$ cat src/rtl/indication_output_queue.sv
// Indication serializer: tags per-method calls with method number + 1 and
// queues them in a DEPTH-entry FIFO driving the pipe_enq ENA/RDY output.
module indication_output_queue #(
   parameter int NUM_METHODS = 2,
   parameter int DATA_W      = 64,
   parameter int TAG_W       = 32,
   parameter int DEPTH       = 4
) (
   input  logic                          CLK,
   input  logic                          nRST,
   input  logic [NUM_METHODS-1:0]        indication__ENA,
   input  logic [NUM_METHODS*DATA_W-1:0] indication_v,
   output logic [NUM_METHODS-1:0]        indication__RDY,
   input  logic                          flush__ENA,
   output logic                          flush__RDY,
   output logic                          pipe_enq__ENA,
   output logic [TAG_W+DATA_W-1:0]       pipe_enq_v,
   input  logic                          pipe_enq__RDY,
   output logic [$clog2(DEPTH):0]        count,
   output logic                          overflow_err
);

   localparam int AW = $clog2(DEPTH);
   localparam int CW = AW + 1;
   localparam int MW = TAG_W + DATA_W;

   logic [MW-1:0] mem [DEPTH];
   logic [AW-1:0] rd_ptr;
   logic [AW-1:0] wr_ptr;
   logic [MW-1:0] entry;
   logic          full;
   logic          any;
   logic          multi;
   logic          acc;
   logic          pop;
   logic          err_set;
   int            sel;
   int            hits;

   // Lowest-index enable wins; the hit count flags caller contract violations.
   always_comb begin
      sel  = 0;
      hits = 0;
      for (int i = NUM_METHODS - 1; i >= 0; i--) begin
         if (indication__ENA[i]) begin
            sel  = i;
            hits = hits + 1;
         end
      end
   end

   assign entry   = {indication_v[sel*DATA_W +: DATA_W], TAG_W'(sel + 1)};
   assign full    = (count == CW'(DEPTH));
   assign any     = (hits != 0);
   assign multi   = (hits > 1);
   assign acc     = any & ~full;
   assign pop     = pipe_enq__ENA & pipe_enq__RDY;
   assign err_set = multi | (any & full);

   assign indication__RDY = {NUM_METHODS{nRST & ~full}};
   assign flush__RDY      = nRST;
   assign pipe_enq__ENA   = nRST & (count != '0);
   assign pipe_enq_v      = mem[rd_ptr];

   always_ff @(posedge CLK) begin
      if (!nRST) begin
         rd_ptr       <= '0;
         wr_ptr       <= '0;
         count        <= '0;
         overflow_err <= 1'b0;
      end else begin
         if (err_set)
            overflow_err <= 1'b1;
         if (flush__ENA) begin
            rd_ptr <= '0;
            wr_ptr <= '0;
            count  <= '0;
         end else begin
            if (acc)
               wr_ptr <= wr_ptr + 1'b1;
            if (pop)
               rd_ptr <= rd_ptr + 1'b1;
            case ({acc, pop})
               2'b10:   count <= count + 1'b1;
               2'b01:   count <= count - 1'b1;
               default: ;
            endcase
         end
      end
   end

   // Storage is not reset; count qualifies which entries are live.
   always_ff @(posedge CLK) begin
      if (nRST && acc && !flush__ENA)
         mem[wr_ptr] <= entry;
   end

endmodule

$ cat config.mk
export PLATFORM = sky130hd
export DESIGN_NAME = indication_output_queue
export DESIGN_NICKNAME = d
export VERILOG_FILES = /design/src/rtl/indication_output_queue.sv
export SDC_FILE = /design/constraint.sdc
export NUM_CORES = 1
export LEC_CHECK = 0
export ABC_CLOCK_PERIOD_IN_PS = 4900
export CAP_MARGIN = 20
export CORE_MARGIN = 2
export CORE_UTILIZATION = 55
export DETAILED_ROUTE_END_ITERATION = 6
export MAX_ROUTING_LAYER = met4
export PLACE_DENSITY = 0.88
export SYNTH_ARGS = -nofsm -noshare
export SYNTH_HDL_FRONTEND = slang
export SYNTH_SLANG_ARGS = --single-unit
$ cat constraint.sdc
create_clock -name CLK -period 4.9 [get_ports CLK]
set_clock_uncertainty 0.2 [all_clocks]
set_input_delay 0.98 -clock CLK [delete_from_list [all_inputs] [get_ports CLK]]
set_output_delay 0.98 -clock CLK [all_outputs]
set_load 0.1 [all_outputs]
# After elaboration in Yosys (flattened, before gate mapping)

Memories as Yosys holds them, arrays and structs flattened. A register that Yosys moved wholly into a read port is not among the register bits.
Index checks and enable logic that the tools add are counted.

Register bits: 8
Bits in writable memories: 384
Input bits: 134
Output and inout port bits: 104
Word-level logic and storage cells: 39
Memories: 1

Memory list:

| name | words | bits a word | rd ports | clocked after memory_dff | wr ports | RTL line | RTL |
|---|---|---|---|---|---|---|---|
| mem  | 4     | 96          | 1        | 1                        | 1        | 27       | `logic [MW-1:0] mem [DEPTH];` |

Add/sub/neg operators: 6
Magnitude comparators: 1
Equality and inequality tests: 3
Shifts and indexed selects: 1
Multiplexer cells: 8
Bitwise operators: 8
Reductions and logical operators: 7

Operator list:

| operator                                            | number |
|---|---|
| indexed part select 128 x 32 -> 64 bit              | 1 |
| adder 32 x 2 -> 32 bit, second input constant       | 2 |
| 2-to-1 mux 32 bit                                   | 2 |
| > comparator 32 x 2 -> 1 bit, second input constant | 1 |
| nonzero test 32 bit                                 | 1 |
| case mux 3 bit (2 select lines)                     | 1 |
| AND 1 bit                                           | 5 |
| adder 2 x 1 -> 2 bit, second input constant         | 2 |
| 2-to-1 mux 2 bit                                    | 2 |
| adder 3 x 1 -> 3 bit, second input constant         | 1 |
| == test 3 bit, second input constant                | 1 |
| 2-to-1 mux 1 bit                                    | 3 |
| nonzero test 3 bit                                  | 1 |
| subtractor 3 x 1 -> 3 bit, second input constant    | 1 |
| == test 2 x 1 -> 1 bit, second input constant       | 1 |
| == test 2 bit, second input constant                | 1 |
| logical AND 1 bit                                   | 2 |
| inverter 1 bit                                      | 2 |
| nonzero test 2 bit                                  | 1 |
| OR reduction 2 bit                                  | 1 |
| logical NOT 1 bit                                   | 1 |
| bitwise OR 1 bit                                    | 1 |

# Depth between registers and ports, before layout

Word-level depth: 9
Depth in mapped cells: 9
Gate-level depth less buffers: 9

# Worst setup path after synthesis

OpenSTA, ideal clock, no wires.

Kind: reg-to-output
From: reg count[0]
To: out indication__RDY[1]
Arrival time: 3.103 ns
Required time: 3.720 ns
Setup slack: 0.617 ns
Stages on the path, launching flop included: 4
Buffers on the path: 1
Cell sequence: dfxtp_1 -> nor3b_2 -> nor2b_1 -> buf_4

Word-level cells in the longest chain between the ends: 3

Ends and longest elaborated chain:

| element                  | RTL line | RTL |
|---|---|---|
| start: declaration       | 19       | `output logic [$clog2(DEPTH):0] count,` |
| start signal: assignment | 84       | `2'b10: count <= count + 1'b1;` |
| start signal: assignment | 85       | `2'b01: count <= count - 1'b1;` |
| == test 3 bit            | 53       | `assign full = (count == CW'(DEPTH));` |
| inverter 1 bit           | 60       | `assign indication__RDY = {NUM_METHODS{nRST & ~full}};` |
| AND 1 bit                | 60       |  |
| end: declaration         | 13       | `output logic [NUM_METHODS-1:0] indication__RDY,` |

Every way passes these cells.

==> summary.txt <==
CTS
  – CTS Buf Count: 26
  – H-tree levels: 1
  – CTS sink count: 274
  – Post-CTS sizing: 0
  – CTS Hold Bufs: 0
  – TritonCTS clock tree: built
  – Clock transition at the registers of the reported paths: 0.06 ns
  – Worst skew pair latency: 0.51 ns
  – CTS root buffer: clkbuf_16
  – Post-CTS Setup Bufs: 0
  – Clock buffer depth: 3

Placement
  – Placer Congestion: 0.720
  – Final HPWL DP: 13.4 mm
  – Port bufs: 207

Global routing
  – Total track usage: 20.1%
  – Vias in the first global route: 6099
  – Initial antenna violation count: 0
  – Total grt overflow: 0
  – First-pass GRT wire length: 32.4 mm
  – Largest net degree at the start of global routing: 67

Critical path
  – CP startpoint kind: flip-flop
  – R2R setup slack: 2.28 ns
  – Crit. End Element: primary output
  – WP data required: 3.72 ns
  – Critical Path AT: 3.12 ns
  – Worst-path maximum fanout: 22
  – Crit path kind: flip-flop to primary output

Timing
  – RSZ-0062 raised after global routing: no
  – F_max: 233 MHz
  – Setup TNS: 0 ns
  – # setup viols final: 0
  – Min cycle time layout: 4.30 ns
  – Final hold violations: 0
  – Slew at the pin closest to its max-slew limit: 1.04 ns
  – Max Slew Vio Count: 0
  – Post-route clock period utilization: 87.7%
  – Rel. slew slack: 30.5%

Status
  – Status: finished clean

Logic synthesis
  – Post-synthesis cell type count: 30
  – Post-synth design cell area: 0.0111 mm²
  – Warnings from Yosys: 0
  – Synth Area per Inst: 21.8 µm²
  – Seq/Total Area, Yosys: 73.2%
  – Post-Synthesis Cells: 510
  – Synth area leaders: edfxtp_1 (71%), mux4_2 (13%), mux2_2 (5.6%)
  – Number of synthesized register bits: 274
  – Synth top area share: 71.4%
  – Area leader, netlist: edfxtp_1

Finish
  – ANT cells: 0
  – Commonest non-fill, non-tap cell in the layout: edfxtp_1
  – Nets: 866
  – Fillers: 1212
  – Most frequent cells in the layout: edfxtp_1 (264), clkdlybuf4s50_1 (192), mux4_2 (66), mux2_2 (55), conb_1 (30)
  – Layout area overhead: 26.3%
  – Share of layout cells above drive strength 1: 24.3%

Detailed routing
  – Vias/cell: 5.46
  – Mean routed wirelength per cell: 20.9 µm
  – Via count: 5507
  – WL final: 21.1 mm
  – Drt first pass iters: 5
  – Post-route ant nets: 0
  – DRC Markers: 0
  – Drt initial violations: 326

Die
  – Rows: 51
  – Core ar.: 0.0197 mm²
  – Die Y: 146 µm
  – Initial cell density of the core: 56.5%
  – DIE WIDTH: 146 µm
  – Die area: 0.0213 mm²
  – Ports: 238

Hold path
  – HP Class: flip-flop to flip-flop

Job
  – Max Cap Viol: 0

Power and ir drop
  – Total power divided by cell area: 363 mW/mm²
  – Peak supply drop: 0.214 mV
  – Final Total Pwr: 5090 µW
  – Pleak: 0.00452 µW
==> power by group <==
group	internal, µW	leakage, µW	switching, µW
Clock	1010	0.000369	772
Sequential	2630	0.00247	13.9
Combinational	217	0.00168	456
Total	3850	0.00452	1240
==> routing by layer <==
layer	global-route usage, %	routed length [µm]	vias to the layer above
met1	24.4	8020	2784
met4	4.95	280	0
met5	-	0	-
met2	35.3	11200	240
li1	-	-	2456
met3	4.03	1570	27
==> kinds of logic after synthesis <==
| kind of cell | count (synthesis) | share of synthesized area, % |
|---|---|---|
| muxes | 131 | 20.0 |
| AOI/OAI and AO/OA | 12 | 0.631 |
| buffers and inverters | 62 | 4.06 |
| xor gates and xnor gates | 2 | 0.158 |
| adders and majority gates | 7 | 0.834 |
| and+or+nand+nor | 21 | 1.06 |
| other | 1 | 0.0338 |
| DFF | 274 | 73.2 |
==> Yosys cell counts, drive strengths merged <==
master  instances
a21oi           6
and3            4
buf            51
clkbuf          2
conb            1
dfxtp          10
edfxtp        264
fa              1
ha              5
inv             9
maj3            1
mux2           64
mux2i           1
mux4           66
nand2           4
nand2b          2
nor2            5
nor2b           2
nor3b           1
o21a            1
o21ai           3
o311ai          1
o31a            1
or3             3
xor2            2
==> flip-flops by register name, summed over array words and instances (netlist names), named ones only <==
| name | flops |
|---|---|
| mem | 264 |
| count | 3 |
| rd_ptr | 2 |
| wr_ptr | 2 |
| overflow_err | 1 |
==> per-stage QoR <==
| step | instance area (µm²) | worst slack, ns | std cells | utilization [%] | hold slack (ns) |
|---|---|---|---|---|---|
| 6_report | 14000 | 0.601 | 1009 | 71.3 | 0.275 |
| 5_1_grt | 14000 | 0.439 | 1009 | 71.3 | 0.314 |
| 4_1_cts | 14000 | 0.526 | 1009 | 71.3 | 0.284 |
| 3_5_place_dp | 13300 | 1.08 | 963 | 67.5 | 0.266 |
| 3_3_place_gp | 13300 | 1.08 | 963 | 67.5 | 0.252 |
| 2_1_floorplan | 11200 | 0.617 | 539 | - | 0.254 |
==> layout make-up <==
cell class	instances	area [µm²]	share of cell area, %
multi-input cells	203	2650	18.9
flip-flops and latches	274	8140	58.1
repair buffers	212	2110	15.1
clock inverters	10	46.3	0.330
clock buffers	36	709	5.06
well taps	265	332	2.37
inverters	9	33.8	0.241
==> path summary, 6_finish.rpt <==
check | to | from | cells after the start
min | overflow_err$_SDFFE_PN0P_ | overflow_err$_SDFFE_PN0P_ | 1
max reg2reg | count[2]$_SDFFE_PP0P_ | count[2]$_SDFFE_PP0P_ | 9
max | pipe_enq_v[32] | flip-flop | 3
min reg2reg | overflow_err$_SDFFE_PN0P_ | overflow_err$_SDFFE_PN0P_ | 1
==> worst max-delay path: stages, from the launching register on <==
cell and delay [ns]:
dfxtp_4 0.65, buf_4 0.38, mux4_2 0.55, clkdlybuf4s50_1 1.02
Power figures use the tool's default switching activity.
